===== src/rtl/pipeline_stall_ctrl.sv =====
// pipeline_stall_ctrl: central stall/flush sequencer for the 5-stage RV32 pipeline.
// Merges load-use (ID vs EX), taken branch (EX), MUL/DIV occupancy (EX) and
// data-memory wait states (MEM) into one set of stage-register enables,
// bubble inserts and flushes. Outputs are Mealy: combinational from state and inputs.
// Optional feature macro: MEM_TIMEOUT_EN adds a sticky dmem timeout flag.
// Handshake: dmem_req/dmem_ready behave as a valid/ready pair. An access
// completes on the cycle both are 1. Every cycle with dmem_req=1 and
// dmem_ready=0 freezes the whole pipeline.
// dbg_state exposes the FSM state: 0=RUN, 1=MDU_BUSY, 2=MEM_WAIT.
module pipeline_stall_ctrl #(
    parameter int MDU_CYCLES  = 4,
    parameter int MEM_TIMEOUT = 16
) (
    input  logic       clk,
    input  logic       rst_n,
    input  logic       id_ex_memread,
    input  logic [4:0] id_ex_rd,
    input  logic [4:0] if_id_rs1,
    input  logic [4:0] if_id_rs2,
    input  logic       ex_is_mdu,
    input  logic       branch_taken,
    input  logic       dmem_req,
    input  logic       dmem_ready,
    output logic       pc_write,
    output logic       if_id_write,
    output logic       if_id_flush,
    output logic       id_ex_write,
    output logic       id_ex_bubble,
    output logic       ex_mem_write,
    output logic       ex_mem_bubble,
    output logic       mem_wb_write,
    output logic       mdu_start,
    output logic       mdu_hold,
    output logic       mem_timeout_err,
    output logic [1:0] dbg_state
);

    localparam logic [1:0] ST_RUN      = 2'd0;
    localparam logic [1:0] ST_MDU_BUSY = 2'd1;
    localparam logic [1:0] ST_MEM_WAIT = 2'd2;

    // The entry cycle and the release cycle are both part of the EX
    // occupancy, so the countdown covers the cycles in between.
    localparam logic [3:0] MDU_LOAD = 4'(MDU_CYCLES - 2);

    // Parameter legality is checked at elaboration time.
    if (MDU_CYCLES < 2 || MDU_CYCLES > 15) begin : g_bad_mdu_cycles
        $error("MDU_CYCLES must be within 2..15");
    end
    if (MEM_TIMEOUT < 1 || MEM_TIMEOUT > 31) begin : g_bad_mem_timeout
        $error("MEM_TIMEOUT must be within 1..31");
    end

    logic [1:0] state_q, state_d;
    logic [1:0] ret_q, ret_d;
    logic [1:0] eff_state;
    logic [3:0] cnt_q, cnt_d;
    logic       freeze;
    logic       load_use;
    logic       timeout_flag;

    logic pc_write_c, if_id_write_c, if_id_flush_c, id_ex_write_c, id_ex_bubble_c;
    logic ex_mem_write_c, ex_mem_bubble_c, mem_wb_write_c, mdu_start_c, mdu_hold_c;

    assign freeze   = dmem_req & ~dmem_ready;
    assign load_use = id_ex_memread && (id_ex_rd != 5'd0) &&
                      ((id_ex_rd == if_id_rs1) || (id_ex_rd == if_id_rs2));
    // Once the memory wait ends, the cycle is handled as the interrupted state.
    assign eff_state = (state_q == ST_MEM_WAIT) ? ret_q : state_q;

    // Resolve event priority (freeze > MDU busy > branch > load-use) into controls and next state.
    always_comb begin
        pc_write_c      = 1'b1;
        if_id_write_c   = 1'b1;
        if_id_flush_c   = 1'b0;
        id_ex_write_c   = 1'b1;
        id_ex_bubble_c  = 1'b0;
        ex_mem_write_c  = 1'b1;
        ex_mem_bubble_c = 1'b0;
        mem_wb_write_c  = 1'b1;
        mdu_start_c     = 1'b0;
        mdu_hold_c      = 1'b0;
        state_d         = state_q;
        ret_d           = ret_q;
        cnt_d           = cnt_q;

        if (freeze) begin
            pc_write_c     = 1'b0;
            if_id_write_c  = 1'b0;
            id_ex_write_c  = 1'b0;
            ex_mem_write_c = 1'b0;
            mem_wb_write_c = 1'b0;
            mdu_hold_c     = 1'b1;
            state_d        = ST_MEM_WAIT;
            if (state_q != ST_MEM_WAIT) begin
                ret_d = (state_q == ST_MDU_BUSY) ? ST_MDU_BUSY : ST_RUN;
            end
        end else if (eff_state == ST_MDU_BUSY) begin
            if (cnt_q == 4'd0) begin
                // Release: the MDU result advances into EX/MEM this cycle.
                state_d = ST_RUN;
            end else begin
                pc_write_c      = 1'b0;
                if_id_write_c   = 1'b0;
                id_ex_write_c   = 1'b0;
                ex_mem_bubble_c = 1'b1;
                cnt_d           = cnt_q - 4'd1;
                state_d         = ST_MDU_BUSY;
            end
        end else begin
            state_d = ST_RUN;
            if (ex_is_mdu) begin
                mdu_start_c     = 1'b1;
                pc_write_c      = 1'b0;
                if_id_write_c   = 1'b0;
                id_ex_write_c   = 1'b0;
                ex_mem_bubble_c = 1'b1;
                cnt_d           = MDU_LOAD;
                state_d         = ST_MDU_BUSY;
            end else if (branch_taken) begin
                if_id_flush_c  = 1'b1;
                id_ex_bubble_c = 1'b1;
            end else if (load_use) begin
                pc_write_c     = 1'b0;
                if_id_write_c  = 1'b0;
                id_ex_bubble_c = 1'b1;
            end
        end
    end

    // FSM state, return state and MDU countdown registers.
    always_ff @(posedge clk) begin
        if (!rst_n) begin
            state_q <= ST_RUN;
            ret_q   <= ST_RUN;
            cnt_q   <= 4'd0;
        end else begin
            state_q <= state_d;
            ret_q   <= ret_d;
            cnt_q   <= cnt_d;
        end
    end

`ifdef MEM_TIMEOUT_EN
    localparam logic [4:0] WAIT_LIMIT = 5'(MEM_TIMEOUT);

    logic [4:0] wcnt_q, wcnt_d;
    logic       err_q, err_d;

    // Count consecutive frozen cycles (saturating) and latch the sticky timeout flag.
    always_comb begin
        wcnt_d = 5'd0;
        if (freeze) begin
            wcnt_d = (wcnt_q == WAIT_LIMIT) ? wcnt_q : wcnt_q + 5'd1;
        end
        err_d = err_q | (wcnt_d == WAIT_LIMIT);
    end

    // Wait counter and sticky error registers.
    always_ff @(posedge clk) begin
        if (!rst_n) begin
            wcnt_q <= 5'd0;
            err_q  <= 1'b0;
        end else begin
            wcnt_q <= wcnt_d;
            err_q  <= err_d;
        end
    end

    assign timeout_flag = err_q;
`else
    assign timeout_flag = 1'b0;
`endif

    // Every output reads 0 while reset is held.
    assign pc_write        = rst_n & pc_write_c;
    assign if_id_write     = rst_n & if_id_write_c;
    assign if_id_flush     = rst_n & if_id_flush_c;
    assign id_ex_write     = rst_n & id_ex_write_c;
    assign id_ex_bubble    = rst_n & id_ex_bubble_c;
    assign ex_mem_write    = rst_n & ex_mem_write_c;
    assign ex_mem_bubble   = rst_n & ex_mem_bubble_c;
    assign mem_wb_write    = rst_n & mem_wb_write_c;
    assign mdu_start       = rst_n & mdu_start_c;
    assign mdu_hold        = rst_n & mdu_hold_c;
    assign mem_timeout_err = rst_n & timeout_flag;
    assign dbg_state       = rst_n ? state_q : ST_RUN;

endmodule


===== config.mk =====
export PLATFORM = sky130hd
export DESIGN_NAME = pipeline_stall_ctrl
export DESIGN_NICKNAME = d
export VERILOG_FILES = /design/src/rtl/pipeline_stall_ctrl.sv
export SDC_FILE = /design/constraint.sdc
export NUM_CORES = 1
export LEC_CHECK = 0
export CORE_UTILIZATION = 35
export DETAILED_ROUTE_END_ITERATION = 10
export GPL_ROUTABILITY_DRIVEN = 0
export GPL_TIMING_DRIVEN = 0
export PLACE_DENSITY = 0.75
export SLEW_MARGIN = 30
export SYNTH_ARGS = -nofsm -noshare
export SYNTH_HDL_FRONTEND = slang
export SYNTH_SLANG_ARGS = --single-unit

===== constraint.sdc =====
create_clock -name clk -period 1.65 [get_ports clk]
set_clock_uncertainty 0.1 [all_clocks]
set_input_delay 0.2475 -clock clk [delete_from_list [all_inputs] [get_ports clk]]
set_output_delay 0.2475 -clock clk [all_outputs]
set_load 0.01 [all_outputs]

==> qor.csv <==
stage;metric;value;unit
cts;CTS tree;built;
min_path;hold path start;dmem_req;
cts;clock net sink count;7;
sta;final hold vios;0;
power_and_ir_drop;clock share of power;23.8;%
cts;deepest clock path buffer count;2;
global_routing;initial antenna violation count;0;
sta;worst hold slack;0.386;ns
power_and_ir_drop;total power;0.000687;W
drt;first-pass iteration count of the detailed router;4;
critical_path;Startpoint Class;flop;
synth;number of synthesized register bits;7;
synth;sequential fraction of the synthesis area;21.1;%
drt;DRC Markers;0;
critical_path;crit path max fanout;5;
floorplanning;die area;0.00208;mm²
cts;CTS Buf Count;3;
cells_and_area;Final Util;70.6;%
drt;First DRT Iteration DRCs;15;
cells_and_area;# diodes;0;
synth;Avg Cell Area, Syn;8.22;µm²
floorplanning;num ports;35;
synth;Synth Warn #;0;
drt;Vias;771;
status;status;finished with violations;
sta;fin crit share;124;%
global_routing;number of global-route vias before repair;703;
synth;Mapped Area;666;µm²
critical_path;setup slack, reg-to-reg;-0.10;ns
critical_path;cell mode on critical path;buf_6;
floorplanning;core area;0.00175;mm²
cts;Clock Pin Slew Worst Setup and Hold Paths;0.05;ns
power_and_ir_drop;IR drop worst, VDD;0.531;mV
cts;clock latency on the worst-skew pair;0.26;ns
run;Maximum Capacitance Violations;0;
floorplanning;die height;45.6;µm
critical_path;CP Capture Type;output port;
status;violated checks;negative setup slack;
synth;number of synthesized flops with an enable pin;0;
drt;Avg WL per Cell;14.0;µm
cells_and_area;Fillers;142;
global_routing;GRT overflow;0;
synth;Yosys top cell by area;dfxtp_1;
critical_path;RR Endpoint;cnt_q[2];
cells_and_area;Layout area overhead;85.2;%
min_path;WHS Path Cells;3;
placed_design;Port Buf Inserts;33;
critical_path;worst path bufs/invs;3;
synth;post-synth net total;105;
power_and_ir_drop;P_sw;0.000233;W
drt;vias per cell;4.94;
power_and_ir_drop;logic gate share of total power;47.0;%
critical_path;worst setup path class;flop to output port;
sta;min Tclk post-route;2.05;ns
cts;Root Driver;clkbuf_4;
global_routing;Global Route Usage Sum;21.0;%
cells_and_area;Reg area;150;µm²
critical_path;Reg2Reg Launch Point;cnt_q[0];
drt;post-route antenna net violation count;0;
sta;fmax;487;MHz
sta;setup ws final;-0.403;ns
cts;cts hold-fix bufs;0;
min_path;WHS Endpoint;state_q[1];
cells_and_area;NumNets Final;156;
synth;post-synth cell types;36;
synth;Syn Inst Count;81;
drt;total wire length;2190;µm
critical_path;CP delay by family, top;compound AO/OA/AOI/OAI gates;
cts;CTS H-tree lvls;1;
power_and_ir_drop;internal power;0.000454;W
sta;Final Setup Violations;9;
sta;count of final max-slew check failures;0;
critical_path;Worst Path Arrival;1.71;ns
cells_and_area;share of cells above drive strength 1;45.0;%
cells_and_area;area of the multi-input gates;576;µm²
synth;Post-synth top flop;dfxtp_1;
global_routing;largest net degree at the start of global routing;10;
sta;unrepaired setup endpoints after global routing;yes;
critical_path;slowest stage delay, CP;0.41;ns
floorplanning;# rows;15;
power_and_ir_drop;Sw Ratio;33.9;%
min_path;worst min-delay path category;input pin to flop;
synth;top cell type's share of synthesized area;21.1;%
power_and_ir_drop;pwr dens;557;mW/mm²
power_and_ir_drop;leakage;0.563;nW
synth;count leader, synth;xnor2_1;
power_and_ir_drop;sequential power share;29.2;%
synth;asr flop ratio synth;0;%
placed_design;hpwl dp;1390;µm
global_routing;first-pass GRT wire length;3120;µm
synth;Commonest cells post-synth;xnor2_1, dfxtp_1, nor2_1;
synth;largest cells by area after synthesis;dfxtp_1, xnor2_1, or4_1;
floorplanning;die span in x;45.6;µm
critical_path;FF-to-FF path depth;8;
floorplanning;Initial Util;38.1;%
critical_path;Worst EP required;1.30;ns
critical_path;Cell Chain, Critical Path;buf_6 > nand2b_4 > a2111oi_4 > o21ai_2 > a31oi_2 > buf_4 > buf_6;
critical_path;slowest CP cell;a2111oi_4;
layout make-up:
cell class | count | area share [%]
Sequential cell | 7 | 12.2
Clock buffer | 4 | 2.13
Timing Repair Buffer | 46 | 32.5
Tap cell | 25 | 2.54
Buffer | 3 | 1.83
Inverter | 6 | 2.13
Multi-Input combinational cell | 65 | 46.7
state kept, by name (all words and copies together), names as in the netlist:
| signal | count |
|---|---|
| state_q | 2 |
| cnt_q | 4 |
| ret_q | 1 |
cell usage in the layout, fill, tap and decap left out, types with 2 or more instances in the layout:
master            n
dlygate4sd2_1     7
dfxtp_1           3
nand3_1           2
buf_6             6
buf_4            12
clkbuf_4          3
dfxtp_4           2
clkdlybuf4s50_1  13
nor3_2            2
xnor2_1          10
and2_1            2
inv_2             4
nand2_1           5
nor2_1            5
buf_2             8
or4_1             4
dfxtp_2           2
nor2_4            2
how the worst max path moves through the flow:
stage / startpoint / to / slack [ns] / cells past startpoint
2_1_floorplan: state_q[1] / pc_write / -0.26 / 5
4_1_cts: state_q[0] / pc_write / -0.38 / 6
5_1_grt: state_q[0] / pc_write / -0.49 / 7
3_3_place_gp: id_ex_rd[1] / pc_write / -1.01 / 6
3_5_place_dp: id_ex_rd[1] / pc_write / -1.02 / 6
6_report: state_q[0] / pc_write / -0.40 / 7
timing repair:
action                                  4_1_cts  5_1_grt
setup buffers                                 8        6
gates resized for setup                      74       13
endpoints found under the setup margin       12       12
pin swaps                                     8        7
endpoints found under the hold margin         0        0
tightest hold or removal path, delay by kind of cell:
kind,cells,cell delay [ns]
buffers and inverters,1,0.25
AND/OR/NAND/NOR,2,0.20
cells by family after synthesis:
kind of cell | Yosys count | synth area share, %
xor+xnor | 10 | 13.2
simple gates | 35 | 32.0
buf+inv | 9 | 6.77
other cells | 1 | 0.563
fa+ha+maj | 2 | 3.76
compound gates | 16 | 21.2
flops | 7 | 21.1
mux | 1 | 1.50
power by group through the flow:
stage	clock (W)	sequential (W)	combinational, W
finish	0.000163	0.000201	0.000323
global route	0.000181	0.000203	0.000346
global placement	0	0.000204	0.000252
detailed placement	0	0.000204	0.000258
floorplan	0	0.000201	0.000144
CTS	0.000170	0.000197	0.000283
routing by layer:
| layer | vias to the layer above | part of all wire, % | track usage [%] |
|---|---|---|---|
| met5 | - | 0 | 0 |
| met1 | 349 | 41 | 26.0 |
| li1 | 392 | - | - |
| met2 | 26 | 52 | 34.9 |
| met4 | 0 | 2.3 | 8.48 |
| met3 | 4 | 4.8 | 4.37 |
through the flow:
stage / instances / setup TNS [ns] / setup slack (ns) / cell area [µm²]
finish: 156 / -1.98 / -0.403 / 1230
CTS: 151 / -1.58 / -0.376 / 1150
global placement: 139 / -7.41 / -1.01 / 1040
detailed placement: 139 / -7.84 / -1.02 / 1040
floorplan: 81 / -0.359 / -0.263 / 679
global route: 156 / -2.72 / -0.493 / 1230
(Power assumes the default switching activity.)
